`src/rtl/vga_object_motion_ctrl.sv`:
```
// vga_object_motion_ctrl: per-frame sequencer that moves and bounces a square on a VGA frame.
// Latency: obj_x settles 2 clocks after the frame-end clock, obj_y after 3, bounce_count/colour after 4.
// Backpressure: none; frame-end events seen outside S_WAIT are dropped. Optional macro: OBJ_BOUNCE_COLOR_EN.
module vga_object_motion_ctrl #(
  parameter int H_VISIBLE = 640,
  parameter int V_VISIBLE = 480,
  parameter int OBJ_SIZE  = 40,
  parameter int INIT_X    = 300,
  parameter int INIT_Y    = 220
) (
  input  logic       clock,
  input  logic       reset,
  input  logic       enable,
  input  logic [9:0] pixel_X_pos,
  input  logic [9:0] pixel_Y_pos,
  input  logic [2:0] speed_i,
  input  logic       pause_i,
  output logic       object_on,
  output logic [9:0] obj_x,
  output logic [9:0] obj_y,
  output logic       frame_tick,
  output logic [7:0] bounce_count,
  output logic [7:0] obj_red,
  output logic [7:0] obj_green,
  output logic [7:0] obj_blue
);

  localparam logic [10:0] XMAX11 = 11'(H_VISIBLE - OBJ_SIZE);
  localparam logic [10:0] YMAX11 = 11'(V_VISIBLE - OBJ_SIZE);
  localparam logic [9:0]  XMAX10 = 10'(H_VISIBLE - OBJ_SIZE);
  localparam logic [9:0]  YMAX10 = 10'(V_VISIBLE - OBJ_SIZE);
  localparam logic [10:0] SIZE11 = 11'(OBJ_SIZE);

  typedef enum logic [1:0] {S_WAIT, S_UPD_X, S_UPD_Y, S_DONE} state_t;

  state_t      r_state, w_state_nxt;
  logic [9:0]  r_obj_x, r_obj_y;
  logic        r_dir_x, r_dir_y;        // 1 = increasing
  logic [2:0]  r_spd_q;
  logic        r_pause_q;
  logic        r_bounce_flag;
  logic [7:0]  r_bounce_cnt;
  logic        r_frame_tick;

  logic        w_frame_end, w_start, w_hold;
  logic [10:0] w_x_fwd, w_y_fwd;
  logic [9:0]  w_x_back, w_y_back;
  logic        w_x_hit_hi, w_x_hit_lo, w_y_hit_hi, w_y_hit_lo;
  logic [10:0] w_px, w_py, w_ox, w_oy;

  assign w_frame_end = enable && (pixel_X_pos == 10'(H_VISIBLE - 1))
                              && (pixel_Y_pos == 10'(V_VISIBLE - 1));
  assign w_start     = w_frame_end && (r_state == S_WAIT);
  // A paused frame or zero speed still walks the FSM but freezes motion.
  assign w_hold      = r_pause_q || (r_spd_q == 3'd0);

  // 11-bit forward sums so the right/bottom edge test cannot wrap.
  assign w_x_fwd    = {1'b0, r_obj_x} + {8'b0, r_spd_q};
  assign w_y_fwd    = {1'b0, r_obj_y} + {8'b0, r_spd_q};
  assign w_x_back   = r_obj_x - {7'b0, r_spd_q};
  assign w_y_back   = r_obj_y - {7'b0, r_spd_q};
  assign w_x_hit_hi = (w_x_fwd >= XMAX11);
  assign w_y_hit_hi = (w_y_fwd >= YMAX11);
  assign w_x_hit_lo = (r_obj_x <= {7'b0, r_spd_q});
  assign w_y_hit_lo = (r_obj_y <= {7'b0, r_spd_q});

  // Frame sequencer state register.
  always_ff @(posedge clock or posedge reset) begin
    if (reset) r_state <= S_WAIT;
    else       r_state <= w_state_nxt;
  end

  // Next-state: one pass X -> Y -> DONE per accepted frame end.
  always_comb begin
    w_state_nxt = r_state;
    case (r_state)
      S_WAIT:  if (w_frame_end) w_state_nxt = S_UPD_X;
      S_UPD_X: w_state_nxt = S_UPD_Y;
      S_UPD_Y: w_state_nxt = S_DONE;
      S_DONE:  w_state_nxt = S_WAIT;
      default: w_state_nxt = S_WAIT;
    endcase
  end

  // Position, direction, bounce bookkeeping and frame tick.
  always_ff @(posedge clock or posedge reset) begin
    if (reset) begin
      r_obj_x       <= 10'(INIT_X);
      r_obj_y       <= 10'(INIT_Y);
      r_dir_x       <= 1'b1;
      r_dir_y       <= 1'b1;
      r_spd_q       <= 3'd0;
      r_pause_q     <= 1'b0;
      r_bounce_flag <= 1'b0;
      r_bounce_cnt  <= 8'd0;
      r_frame_tick  <= 1'b0;
    end else begin
      r_frame_tick <= w_start;
      if (w_start) begin
        r_spd_q       <= speed_i;
        r_pause_q     <= pause_i;
        r_bounce_flag <= 1'b0;
      end
      if (r_state == S_UPD_X && !w_hold) begin
        if (r_dir_x) begin
          if (w_x_hit_hi) begin
            r_obj_x <= XMAX10; r_dir_x <= 1'b0; r_bounce_flag <= 1'b1;
          end else begin
            r_obj_x <= w_x_fwd[9:0];
          end
        end else begin
          if (w_x_hit_lo) begin
            r_obj_x <= 10'd0; r_dir_x <= 1'b1; r_bounce_flag <= 1'b1;
          end else begin
            r_obj_x <= w_x_back;
          end
        end
      end
      if (r_state == S_UPD_Y && !w_hold) begin
        if (r_dir_y) begin
          if (w_y_hit_hi) begin
            r_obj_y <= YMAX10; r_dir_y <= 1'b0; r_bounce_flag <= 1'b1;
          end else begin
            r_obj_y <= w_y_fwd[9:0];
          end
        end else begin
          if (w_y_hit_lo) begin
            r_obj_y <= 10'd0; r_dir_y <= 1'b1; r_bounce_flag <= 1'b1;
          end else begin
            r_obj_y <= w_y_back;
          end
        end
      end
      // The flag is shared by both axes, so a corner hit counts once.
      if (r_state == S_DONE && r_bounce_flag) r_bounce_cnt <= r_bounce_cnt + 8'd1;
    end
  end

  assign w_px = {1'b0, pixel_X_pos};
  assign w_py = {1'b0, pixel_Y_pos};
  assign w_ox = {1'b0, r_obj_x};
  assign w_oy = {1'b0, r_obj_y};
  assign object_on = (w_px >= w_ox) && (w_px < w_ox + SIZE11) &&
                     (w_py >= w_oy) && (w_py < w_oy + SIZE11);

`ifdef OBJ_BOUNCE_COLOR_EN
  logic [2:0] r_color_idx;

  // Colour index steps 7 -> 1 -> ... -> 7 on each bounce frame, never 0 (black).
  always_ff @(posedge clock or posedge reset) begin
    if (reset)                                 r_color_idx <= 3'd7;
    else if (r_state == S_DONE && r_bounce_flag) r_color_idx <= (r_color_idx == 3'd7) ? 3'd1 : r_color_idx + 3'd1;
  end

  assign obj_red   = (object_on && r_color_idx[2]) ? 8'hFF : 8'h00;
  assign obj_green = (object_on && r_color_idx[1]) ? 8'hFF : 8'h00;
  assign obj_blue  = (object_on && r_color_idx[0]) ? 8'hFF : 8'h00;
`else
  assign obj_red   = object_on ? 8'hFF : 8'h00;
  assign obj_green = object_on ? 8'hFF : 8'h00;
  assign obj_blue  = object_on ? 8'hFF : 8'h00;
`endif

  assign obj_x        = r_obj_x;
  assign obj_y        = r_obj_y;
  assign frame_tick   = r_frame_tick;
  assign bounce_count = r_bounce_cnt;

endmodule

```
`config.mk`:
```
export PLATFORM = sky130hd
export DESIGN_NAME = vga_object_motion_ctrl
export DESIGN_NICKNAME = d
export VERILOG_FILES = /design/src/rtl/vga_object_motion_ctrl.sv
export SDC_FILE = /design/constraint.sdc
export NUM_CORES = 1
export LEC_CHECK = 0
export ABC_AREA = 1
export BUFFER_PORTS_ARGS = -buffer_cell sky130_fd_sc_hd__clkbuf_2
export CAP_MARGIN = 15
export CORE_ASPECT_RATIO = 0.5
export CORE_UTILIZATION = 45
export CTS_CLUSTER_DIAMETER = 50
export DETAILED_ROUTE_END_ITERATION = 8
export PLACE_DENSITY = 0.67
export SYNTH_ARGS = -nofsm -noshare
export SYNTH_HDL_FRONTEND = slang
export SYNTH_SLANG_ARGS = --single-unit
```
`constraint.sdc`:
```
create_clock -name clock -period 4.9 [get_ports clock]
set_input_delay 0.98 -clock clock [delete_from_list [all_inputs] [get_ports clock]]
set_output_delay 0.98 -clock clock [all_outputs]
set_load 0.05 [all_outputs]
```
======== After elaboration in Yosys (flattened, before gate mapping) ========
Cells that the tools add are included.
storage, ports and cells
  logic and storage cells ................. 68
  input bits .............................. 27
  register bits after elaboration ......... 38
  memory bits (read-only) ................. 0
  bits in latches ......................... 0
  memories kept ........................... 0
  output and inout bits ................... 54
  RAM bits ................................ 0
operators by class
  div/mod/pow operators ................... 0
  shift operators ......................... 0
  equal/unequal tests ..................... 6
  muxes and demuxes ....................... 24
  multiply operators ...................... 0
  add/subtract/negate cells ............... 7
  order comparisons ....................... 8
  bitwise operators ....................... 0
  reductions and logical operators ........ 13
operators by type and width
  kind                                                                  number
  2-to-1 mux 10 bit                                                     6
  adder 10 x 3 -> 11 bit                                                2
  adder 10 x 6 -> 11 bit (second input constant)                        2
  less-than comparator 10 x 11 -> 1 bit                                 2
  greater-or-equal comparator 10 bit                                    2
  less-or-equal comparator 10 x 3 -> 1 bit                              2
  subtractor 10 x 3 -> 10 bit                                           2
  2-to-1 mux 1 bit                                                      15
  greater-or-equal comparator 11 x 10 -> 1 bit (second input constant)  1
  greater-or-equal comparator 11 x 9 -> 1 bit (second input constant)   1
  equality test 10 bit (second input constant)                          1
  equality test 10 x 9 -> 1 bit (second input constant)                 1
  logical AND 1 bit                                                     9
  adder 8 x 1 -> 8 bit (second input constant)                          1
  2-to-1 mux 8 bit                                                      1
  case mux 2 bit (4 select lines)                                       1
  equality test 2 bit (second input constant)                           2
  zero test 3 bit                                                       1
  equality test 2 x 1 -> 1 bit (second input constant)                  1
  zero test 2 bit                                                       1
  2-to-1 mux 2 bit                                                      1
  != test 2 bit (second input constant)                                 1
  zero test 1 bit                                                       1
  logical OR 1 bit                                                      1

======== Longest topological paths before layout ========
Gate-level depths: netlist of the first run.
  word-level depth ........................ 11
  depth in mapped cells ................... 18
  depth with buffers taken out ............ 17

======== Worst setup path after synthesis of the first run ========
Ideal clock, no wire load.
  path kind ............................... register -> output
  start ................................... register r_obj_y[3] (netlist: obj_y[3])
  end ..................................... output obj_blue[0]
  arrival ................................. 3830 ps
  data required time ...................... 3920 ps
  stages on the path, launching flop included .. 12
  slack ................................... 90 ps
  path through ............................ dfstp_2 -> inv_1 -> ha_1 -> inv_1 -> ha_1 -> a21oi_1 -> o21a_1 -> nor3_1 -> a211oi_1 -> o21ai_0 -> nor2_1 -> buf_4
on the way
  cells in the longest elaborated chain, start to end .. 4
  elaborated cells between the ends (all ways) .. 6
  classes of those cells .................. add/sub: 1; order compare: 2; mux: 1; reduce/logical: 2
RTL lines
  element                                                                              RTL line  text
  start: declaration                                                                   37        logic [9:0] r_obj_x, r_obj_y;
  start signal: assignment                                                             89        r_obj_y <= 10'(INIT_Y);
  start signal: assignment                                                             124       r_obj_y <= w_y_fwd[9:0];
  start signal: assignment                                                             130       r_obj_y <= w_y_back;
  adder 10 x 6 -> 11 bit / greater-or-equal comparator 10 bit (equally long branches)  144       (w_py >= w_oy) && (w_py < w_oy + SIZE11);
  less-than comparator 10 x 11 -> 1 bit / logical AND 1 bit (equally long branches)    144, 143
  logical AND 1 bit *                                                                  144
  named net object_on                                                                  18        output logic object_on,
  2-to-1 mux 8 bit *                                                                   161       assign obj_blue = object_on ? 8'hFF : 8'h00;
  end: declaration                                                                     25        output logic [7:0] obj_blue
Mark *: on every way through the listed nets, which the timed path passes. The rest lies on a longest branch.

======== Worst setup path after layout of the first run ========
  start ................................... register r_obj_y[3] (netlist: obj_y[3])
  end ..................................... output obj_blue[1]
on the way
  cells in the longest elaborated chain, start to end .. 4
  elaborated cells between the ends (all ways) .. 6
  classes of those cells .................. add/sub: 1; order compare: 2; mux: 1; reduce/logical: 2
RTL lines
  element                                                                              RTL line
  adder 10 x 6 -> 11 bit / greater-or-equal comparator 10 bit (equally long branches)  144
  less-than comparator 10 x 11 -> 1 bit / logical AND 1 bit (equally long branches)    144, 143
  logical AND 1 bit *                                                                  144
  2-to-1 mux 8 bit *                                                                   161
Mark *: on every way between the ends. The rest lies on a longest branch, timed or not.

==> metrics.yaml, run 1 <==
critPathLaunchType: "flop"
peakVddDrop_mv: 0.206
postCtsHoldBufs: 0
hold_violations: 0
place.gp.congestion: 0.878
cts_root_buffer: "clkbuf_16"
grt_pass1_vias: 3693
cts_buffers: 5
portBuffers: 80
switchingPower_uw: 344
drtAntennaViolNets: 0
max_slew_margin_pct: 64.6
synth.cell_area_sq_mm: 0.00435
dieArea_sq_mm: 0.0101
max_freq_mhz: 238
grt_first_pass_wirelength_um: 17700
grt_max_degree: 39
drt-wirelength-per-cell_um: 13.3
drv_slew: 0
pwr-share-clk_pct: 41.7
first_pass_iters: 5
worst_skew_pair.late_latency_ps: 290
syn_nets: 700
nFillCells: 890
drive_gt1_share_pct: 20.2
p_leak_nw: 2.69
grt-ovfl-total: 0
drt-total-wl_um: 10600
initial_core_util_pct: 48.1
critPathArrivalTime_ps: 3220
synthCells: 613
layout_common_cells: "nand2_1, clkbuf_2, inv_1"
status: "completed"
dr_total_vias: 4036
yosys.area.top_type: "ha_1"
worst_ep_required_time_ps: 3920
switching_share_pct: 32.8
place_ws_ps: 460
htreeDepth: 2
fp.dieH_um: 71.5
yosysUniqueCellTypes: 45
pin_count: 81
rows: 24
final_common_cell: "nand2_1"
ys_seq_area_share_pct: 22.2
cp_max_fo: 20
ys_async_sr_fraction_pct: 100
cts_setup_buffers: 0
drcViolationCount: 0
comb_power_share_pct: 23.8
yosysWarnings: 0
post-route-period-util_pct: 85.7
powerDensity_mw_per_mm2: 215
seq_power_share_pct: 34.5
hold_path_class: "reg2reg"
cts_tree: "yes"
synth_top_cells_by_area: "ha_1, dfrtp_1, nand2_1"
ys_ff_latch: 38
cts.sinks: 38
multi_input_area_sq_mm: 0.00280
setup_viol: 0
ff_latch_area_sq_um: 965
power.internal_uw: 707
drt_iter0_drc: 284
dp_hpwl_um: 8530
core_sq_mm: 0.00904
rsz0062_at_grt: "false"
clock_path_buffers: 2
gr-usage-all-layers_pct: 22.4
clk_pin_slew_ps: 70
critical_path_class: "reg2out"
cap_viol_max_count: 0
synth_top_area_share_pct: 16.1
clock_skew_ps: 7.54
synth_edf_count: 0
grt_antenna_before_repair: 0
worstMarginPinSlew_ps: 529
synth_ff_type: "dfrtp_1"
period_needed_ps: 4200
setup_ws_ps: 700
tns_ps: 0
fp.dieW_um: 141
finalNetCount: 754
avgSynthCellArea_sq_um: 7.09
vias_per_cell: 5.06
diodes: 0
area_growth_pct: 12.1
endpoint_kind: "output port"
cts_resized: 0
-- power by group through the flow --
stage | Clock [mW] | Combinational (mW) | Sequential [mW]
CTS | 0.445 | 0.253 | 0.363
global placement | 0 | 0.247 | 0.366
floorplan | 0 | 0.142 | 0.418
detailed placement | 0 | 0.252 | 0.368
global route | 0.460 | 0.286 | 0.368
finish | 0.438 | 0.250 | 0.363
-- registers in the layout, indices dropped and copies added (netlist names) --
register and flops:
bounce_count 8, r_dir_x 1, r_pause_q 1, r_dir_y 1, r_spd_q 3, r_bounce_flag 1
obj_y 10, frame_tick 1, r_state 2, obj_x 10
-- critical path, stage by stage, from the launching register on --
cell	delay [ps]
dfstp_2	610
ha_1	240
nor2_1	90
inv_1	70
nand3_1	70
xor2_1	160
ha_1	270
nand2_1	110
nor2_1	50
a211oi_1	210
o21ai_0	190
nor2_1	340
buf_6	220
clkbuf_2	300
-- cell families after synthesis --
logic type,count (synthesis),share of synthesized area (%)
AOI/OAI and AO/OA,79,11.3
xor gates and xnor gates,25,5.03
adders and majority gates,60,18.0
buffers and inverters,123,13.5
DFF,38,22.2
and+or+nand+nor,288,30.0
-- stage by stage --
step | std cells | area (sq um) | hold slack [ps] | power [mW] | utilization, %
after CTS | 797 | 4870 | 501 | 1.06 | 53.8
after detailed placement | 789 | 4670 | 484 | 0.620 | 51.7
after global routing | 798 | 4880 | 522 | 1.11 | 54.0
after global placement | 789 | 4670 | 489 | 0.613 | 51.7
final | 798 | 4880 | 496 | 1.05 | 54.0
after floorplan | 613 | 4350 | 465 | 0.561 | -
-- synthesized netlist by cell type (all sizes together) (4+ instances only) --
library cell	instances
a21oi	29
xnor2	5
nor3	8
buf	31
xor2	20
a211oi	4
nand3	55
fa	4
dfstp	11
nand4	17
inv	86
a21boi	8
o21ai	28
ha	56
clkbuf	4
nor2	42
dfrtp	27
nand2	157
-- per-layer routing --
| metal | wire length [um] | GRT usage [%] | part of all wire (%) |
|---|---|---|---|
| met4 | 90 | 5.19 | 0.85 |
| met3 | 440 | 4.01 | 4.1 |
| met5 | 0 | 0 | 0 |
| met2 | 4790 | 36.6 | 45 |
| met1 | 5280 | 31.0 | 50 |
-- worst paths after layout --
check / start / to / slack (ps) / cells after the start
setup / recovery: obj_y[3]$_DFFE_PP1P_ / obj_blue[1] / 700 / 13
hold / removal: bounce_count[5]$_DFFE_PP0P_ / bounce_count[5]$_DFFE_PP0P_ / 500 / 1
setup reg to reg: r_spd_q[1]$_DFFE_PP0P_ / obj_y[9]$_DFFE_PP0P_ / 2450 / 9
hold reg to reg: bounce_count[5]$_DFFE_PP0P_ / bounce_count[5]$_DFFE_PP0P_ / 500 / 1
max in group asynchronous: reset / r_dir_x$_DFFE_PP1P_ / 3750 / 3
min in group asynchronous: reset / obj_y[5]$_DFFE_PP0P_ / 770 / 3
-- layout make-up --
class,count,share of cell area (%)
clock inverter,3,1.41
multi-input combinational,452,57.3
tap,130,3.34
sequential,38,19.8
inverter,88,6.98
timing repair buffer,82,8.59
clock buffer,5,2.57
No activity file was read; power rests on OpenSTA's default activity.
==> inputs of run 2 (changes only) <==
CORE_MARGIN = 5   (was not set)
clock period = 5.43 ns   (was 4.9 ns; I/O delays follow)
==> run 2 against run 1 <==
Net effect: core utilization shrank 2.3 points; design area is essentially flat; flip-flop and latch count is the same; critical endpoint is now obj_blue[2]; largest cell class unchanged.
==> metrics.yaml, run 2 (synthesized netlist as in run 1, its figures left out) <==
max_freq_mhz: 237
setup_ws_ps: 1210
drtAntennaViolNets: 0
area_growth_pct: 12.2
max_slew_margin_pct: 63.9
path_cells: "ha_1, nor2_1, o21ai_0, o21ai_0, ha_1, nand2_1, nor2_1, or3b_1, nand4_1, nor2_1, buf_4, clkbuf_2"
cts_tree: "yes"
diodes: 0
rows: 25
drt-wirelength-per-cell_um: 13.1
fp.dieW_um: 149
dieArea_sq_mm: 0.0119
drcViolationCount: 0
place.gp.congestion: 0.901
pin_count: 81
critPathLaunchType: "flop"
cpPeakStageDelay_ps: 670
cts_root_buffer: "clkbuf_16"
path_common_cell: "nor2_1"
status: "completed"
worst_skew_pair.late_latency_ps: 290
worst_ep_required_time_ps: 4340
drt_iter0_drc: 269
tns_ps: 0
postCtsHoldBufs: 0
first_pass_iters: 4
drt-total-wl_um: 10500
critPathArrivalTime_ps: 3130
crit_buf_inv: 2
clk_pin_slew_ps: 60
period_needed_ps: 4220
dp_hpwl_um: 8520
post-route-period-util_pct: 77.7
peakVddDrop_mv: 0.148
drive_gt1_share_pct: 20.2
drv_slew: 0
cp_max_fo: 25
layout_common_cells: "nand2_1, clkbuf_2, inv_1"
cts_buffers: 5
gr-usage-all-layers_pct: 18.7
core_sq_mm: 0.00945
grt_pass1_vias: 3805
cts_setup_buffers: 0
nFillCells: 978
worstMarginPinSlew_ps: 536
p_leak_nw: 2.69
htreeDepth: 2
fp.dieH_um: 79.5
powerDensity_mw_per_mm2: 194
grt-ovfl-total: 0
portBuffers: 80
cap_viol_max_count: 0
cts_resized: 0
finalNetCount: 754
dr_total_vias: 3920
rsz0062_at_grt: "false"
clock_skew_ps: 3.23
crit_slowest_cell: "dfstp_2"
setup_viol: 0
vias_per_cell: 4.88
hold_path_class: "reg2reg"
grt_antenna_before_repair: 0
critical_path.top_delay_family: "simple AND/OR/NAND/NOR gates"
final_cell_area_sq_mm: 0.00488
place_ws_ps: 1410
final_common_cell: "nand2_1"
clock_path_buffers: 2
cts.sinks: 38
initial_core_util_pct: 46.0
endpoint_kind: "output port"
place_area_sq_mm: 0.00469
grt_max_degree: 39
grt_first_pass_wirelength_um: 18300
critical_path_class: "reg2out"
hold_violations: 0
[run 2: cell counts in the layout (fill, tap and decap cells not counted)]
Identical to the previous run, type by type.
[run 2: report_power, final]
part / switching (mW) / total [mW] / internal (mW)
logic: 0.160 / 0.226 / 0.0667
registers: 0.0213 / 0.328 / 0.307
clock network: 0.128 / 0.393 / 0.264
[run 2: worst paths after layout]
check | start | endpoint | slack (ps) | depth (start not counted)
hold / removal | bounce_count[6]$_DFFE_PP0P_ | bounce_count[6]$_DFFE_PP0P_ | 490 | 1
min in group asynchronous | reset | obj_y[5]$_DFFE_PP0P_ | 880 | 3
setup / recovery | obj_x[3]$_DFFE_PP1P_ | obj_blue[2] | 1210 | 12
hold reg to reg | bounce_count[6]$_DFFE_PP0P_ | bounce_count[6]$_DFFE_PP0P_ | 490 | 1
setup reg to reg | r_spd_q[1]$_DFFE_PP0P_ | obj_y[9]$_DFFE_PP0P_ | 2980 | 9
max in group asynchronous | reset | obj_y[2]$_DFFE_PP1P_ | 4180 | 3
[run 2: cell type report]
class | instances | area [sq um] | area share [%]
Sequential cell | 38 | 965 | 19.8
Clock buffer | 5 | 125 | 2.56
Timing Repair Buffer | 82 | 415 | 8.51
Tap cell | 135 | 169 | 3.46
Inverter | 88 | 340 | 6.97
Clock inverter | 3 | 68.8 | 1.41
Multi-Input combinational cell | 452 | 2800 | 57.3
[run 2: metrics by stage]
stage               instances  hold slack (ps)  util (%)  power, mW
floorplan                 613              465         -      0.506
global placement          795              488      49.6      0.555
detailed placement        795              485      49.6      0.561
CTS                       803              502      51.7      0.953
global route              803              535      51.7       1.00
finish                    803              494      51.7      0.947
[run 2: metal layers]
metal  wire (um)  vias up  global-route usage [%]
li1            -     2090                       -
met1        5390     1757                    26.4
met2        4720       69                    30.2
met3         352        4                    3.74
met4          68        0                    3.20
met5           0        -                       0
==> inputs of run 3 (changes only) <==
ABC_AREA = 0   (was 1)
clock period = 3.99 ns   (was 5.43 ns; I/O delays follow)
==> run 3 against run 2 <==
Net effect: sequential power grew 25%; clock-buffer cell count grew 1; total power grew 12%; largest power group unchanged; critical path depth is the same; design area grew 8.1%; clock skew grew 4.4 ps; hold slack lost 14 ps; combinational power grew 6%; register-to-register slack lost 2200 ps.
==> metrics.yaml, run 3 <==
max_slew_margin_pct: 46.0
status: "completed"
critPathLaunchType: "flop"
post-route-period-util_pct: 98.1
cts_buffers: 5
first_pass_iters: 5
critical_path_class: "reg2out"
worst_skew_pair.late_latency_ps: 290
p_leak_nw: 2.34
power_mw: 1.06
initial_core_util_pct: 47.2
drt-total-wl_um: 11900
drive_gt1_share_pct: 24.1
cap_viol_max_count: 0
setup_viol: 0
yosys.area.top_type: "ha_1"
htreeDepth: 2
setup_ws_ps: 75.5
drt-wirelength-per-cell_um: 17.1
dieArea_sq_mm: 0.0115
dr_total_vias: 4120
grt-ovfl-total: 0
worstMarginPinSlew_ps: 810
area_growth_pct: 25.3
synth_edf_count: 0
diodes: 0
clock_skew_ps: 7.62
drtAntennaViolNets: 0
clock_path_buffers: 2
portBuffers: 80
grt_first_pass_wirelength_um: 19500
dpl.cell_count: 677
vias_per_cell: 5.91
hold_path_class: "reg2reg"
clk_pin_slew_ps: 60
cp_max_fo: 9
core_sq_mm: 0.00892
fp.dieH_um: 78.4
fp.dieW_um: 147
period_needed_ps: 3910
finalNetCount: 666
syn_nets: 605
yosysUniqueCellTypes: 65
gr-usage-all-layers_pct: 20.4
yosysMostFrequentCell: "ha_1"
place_ws_ps: 283
grt_pass1_vias: 3902
ys_seq_area_share_pct: 22.9
peakVddDrop_mv: 0.176
synth_top_area_share_pct: 16.6
layout_common_cells: "ha_1, clkbuf_2, o21ai_0, nand2_1, inv_1"
postCtsHoldBufs: 0
hold_violations: 0
synth_ff_type: "dfrtp_1"
nFillCells: 788
holdWs_ps: 480
endpoint_kind: "output port"
yosysWarnings: 0
cts.sinks: 38
ys_async_sr_fraction_pct: 100
place.gp.congestion: 0.928
pin_count: 81
drcViolationCount: 0
avgSynthCellArea_sq_um: 8.13
dp_hpwl_um: 9110
drt_iter0_drc: 308
grt_max_degree: 39
powerDensity_mw_per_mm2: 202
synth_common_cells: "ha_1, nand2_1, o21ai_0"
cts_tree: "yes"
max_freq_mhz: 255
drv_slew: 0
synth.cell_area_sq_mm: 0.00421
synth_top_cells_by_area: "ha_1, dfrtp_1, dfstp_2"
synthCells: 518
rows: 24
ys_ff_latch: 38
grt_antenna_before_repair: 0
fin_cells: 697
tns_ps: 0
cts_root_buffer: "clkbuf_16"
critPathArrivalTime_ps: 3120
worst_ep_required_time_ps: 3190
run 3: stage by stage:
step                cell area (sq um)  utilization, %
finish                           5280            59.1
detailed placement               4960            55.6
CTS                              5160            57.8
floorplan                        4260               -
global placement                 4960            55.6
global route                     5280            59.1
run 3: layout make-up:
cell class | instances | area [sq um] | share of cell area (%)
sequential | 38 | 971 | 18.4
multi-input combinational | 396 | 2880 | 54.6
clock inverter | 2 | 12.5 | 0.237
inverter | 40 | 150 | 2.85
tap | 117 | 146 | 2.78
timing repair buffer | 98 | 975 | 18.5
clock buffer | 6 | 139 | 2.63
run 3: final timing paths:
| check | from | end | slack [ps] | cells after the start |
|---|---|---|---|---|
| min reg2reg | bounce_count[7]$_DFFE_PP0P_ | bounce_count[7]$_DFFE_PP0P_ | 480 | 1 |
| max reg2reg | r_spd_q[0]$_DFFE_PP0P_ | r_bounce_flag$_DFF_PP0_ | 780 | 9 |
| max | obj_y[3]$_DFFE_PP1P_ | obj_blue[7] | 80 | 12 |
| min in group asynchronous | reset | obj_x[4]$_DFFE_PP0P_ | 600 | 3 |
| min | bounce_count[7]$_DFFE_PP0P_ | bounce_count[7]$_DFFE_PP0P_ | 480 | 1 |
| max in group asynchronous | reset | obj_y[5]$_DFFE_PP0P_ | 3000 | 3 |
run 3: cell families after synthesis:
group | after synthesis | synth area share [%]
buffers and inverters | 84 | 9.78
and+or+nand+nor | 151 | 18.3
adders and majority gates | 60 | 18.5
xor gates and xnor gates | 25 | 5.20
AOI/OAI and AO/OA | 153 | 23.4
muxes | 7 | 1.87
DFF | 38 | 22.9
run 3: critical path, stage by stage, from the launching register on:
cell       delay (ps)
dfstp_4           660
buf_4             170
inv_1              90
ha_1              280
inv_1              40
ha_1              250
o21ai_0            70
a21oi_1            90
o31a_1            300
nor4_4            370
buf_4             200
clkbuf_16         170
buf_12            140
run 3: routing by layer:
metal	part of all wire, %	track usage, %	wire (um)
met5	0	0	0
met4	1.4	5.91	173
met3	5.4	3.74	644
met2	47	34.1	5630
met1	46	27.4	5500
run 3: power by group:
group	leakage (nW)	internal, mW	total, mW	switching [mW]
clock network	0.0729	0.248	0.416	0.169
registers	0.484	0.398	0.410	0.0120
logic	1.78	0.106	0.239	0.133
total	2.34	0.752	1.06	0.313
run 3: what timing repair did:
action                     in CTS  in global routing
pin swaps                       1                  2
resized for setup               1                  4
gates cloned                    2                  1
buffers inserted                0                  9
setup endpoints to repair      25                 25
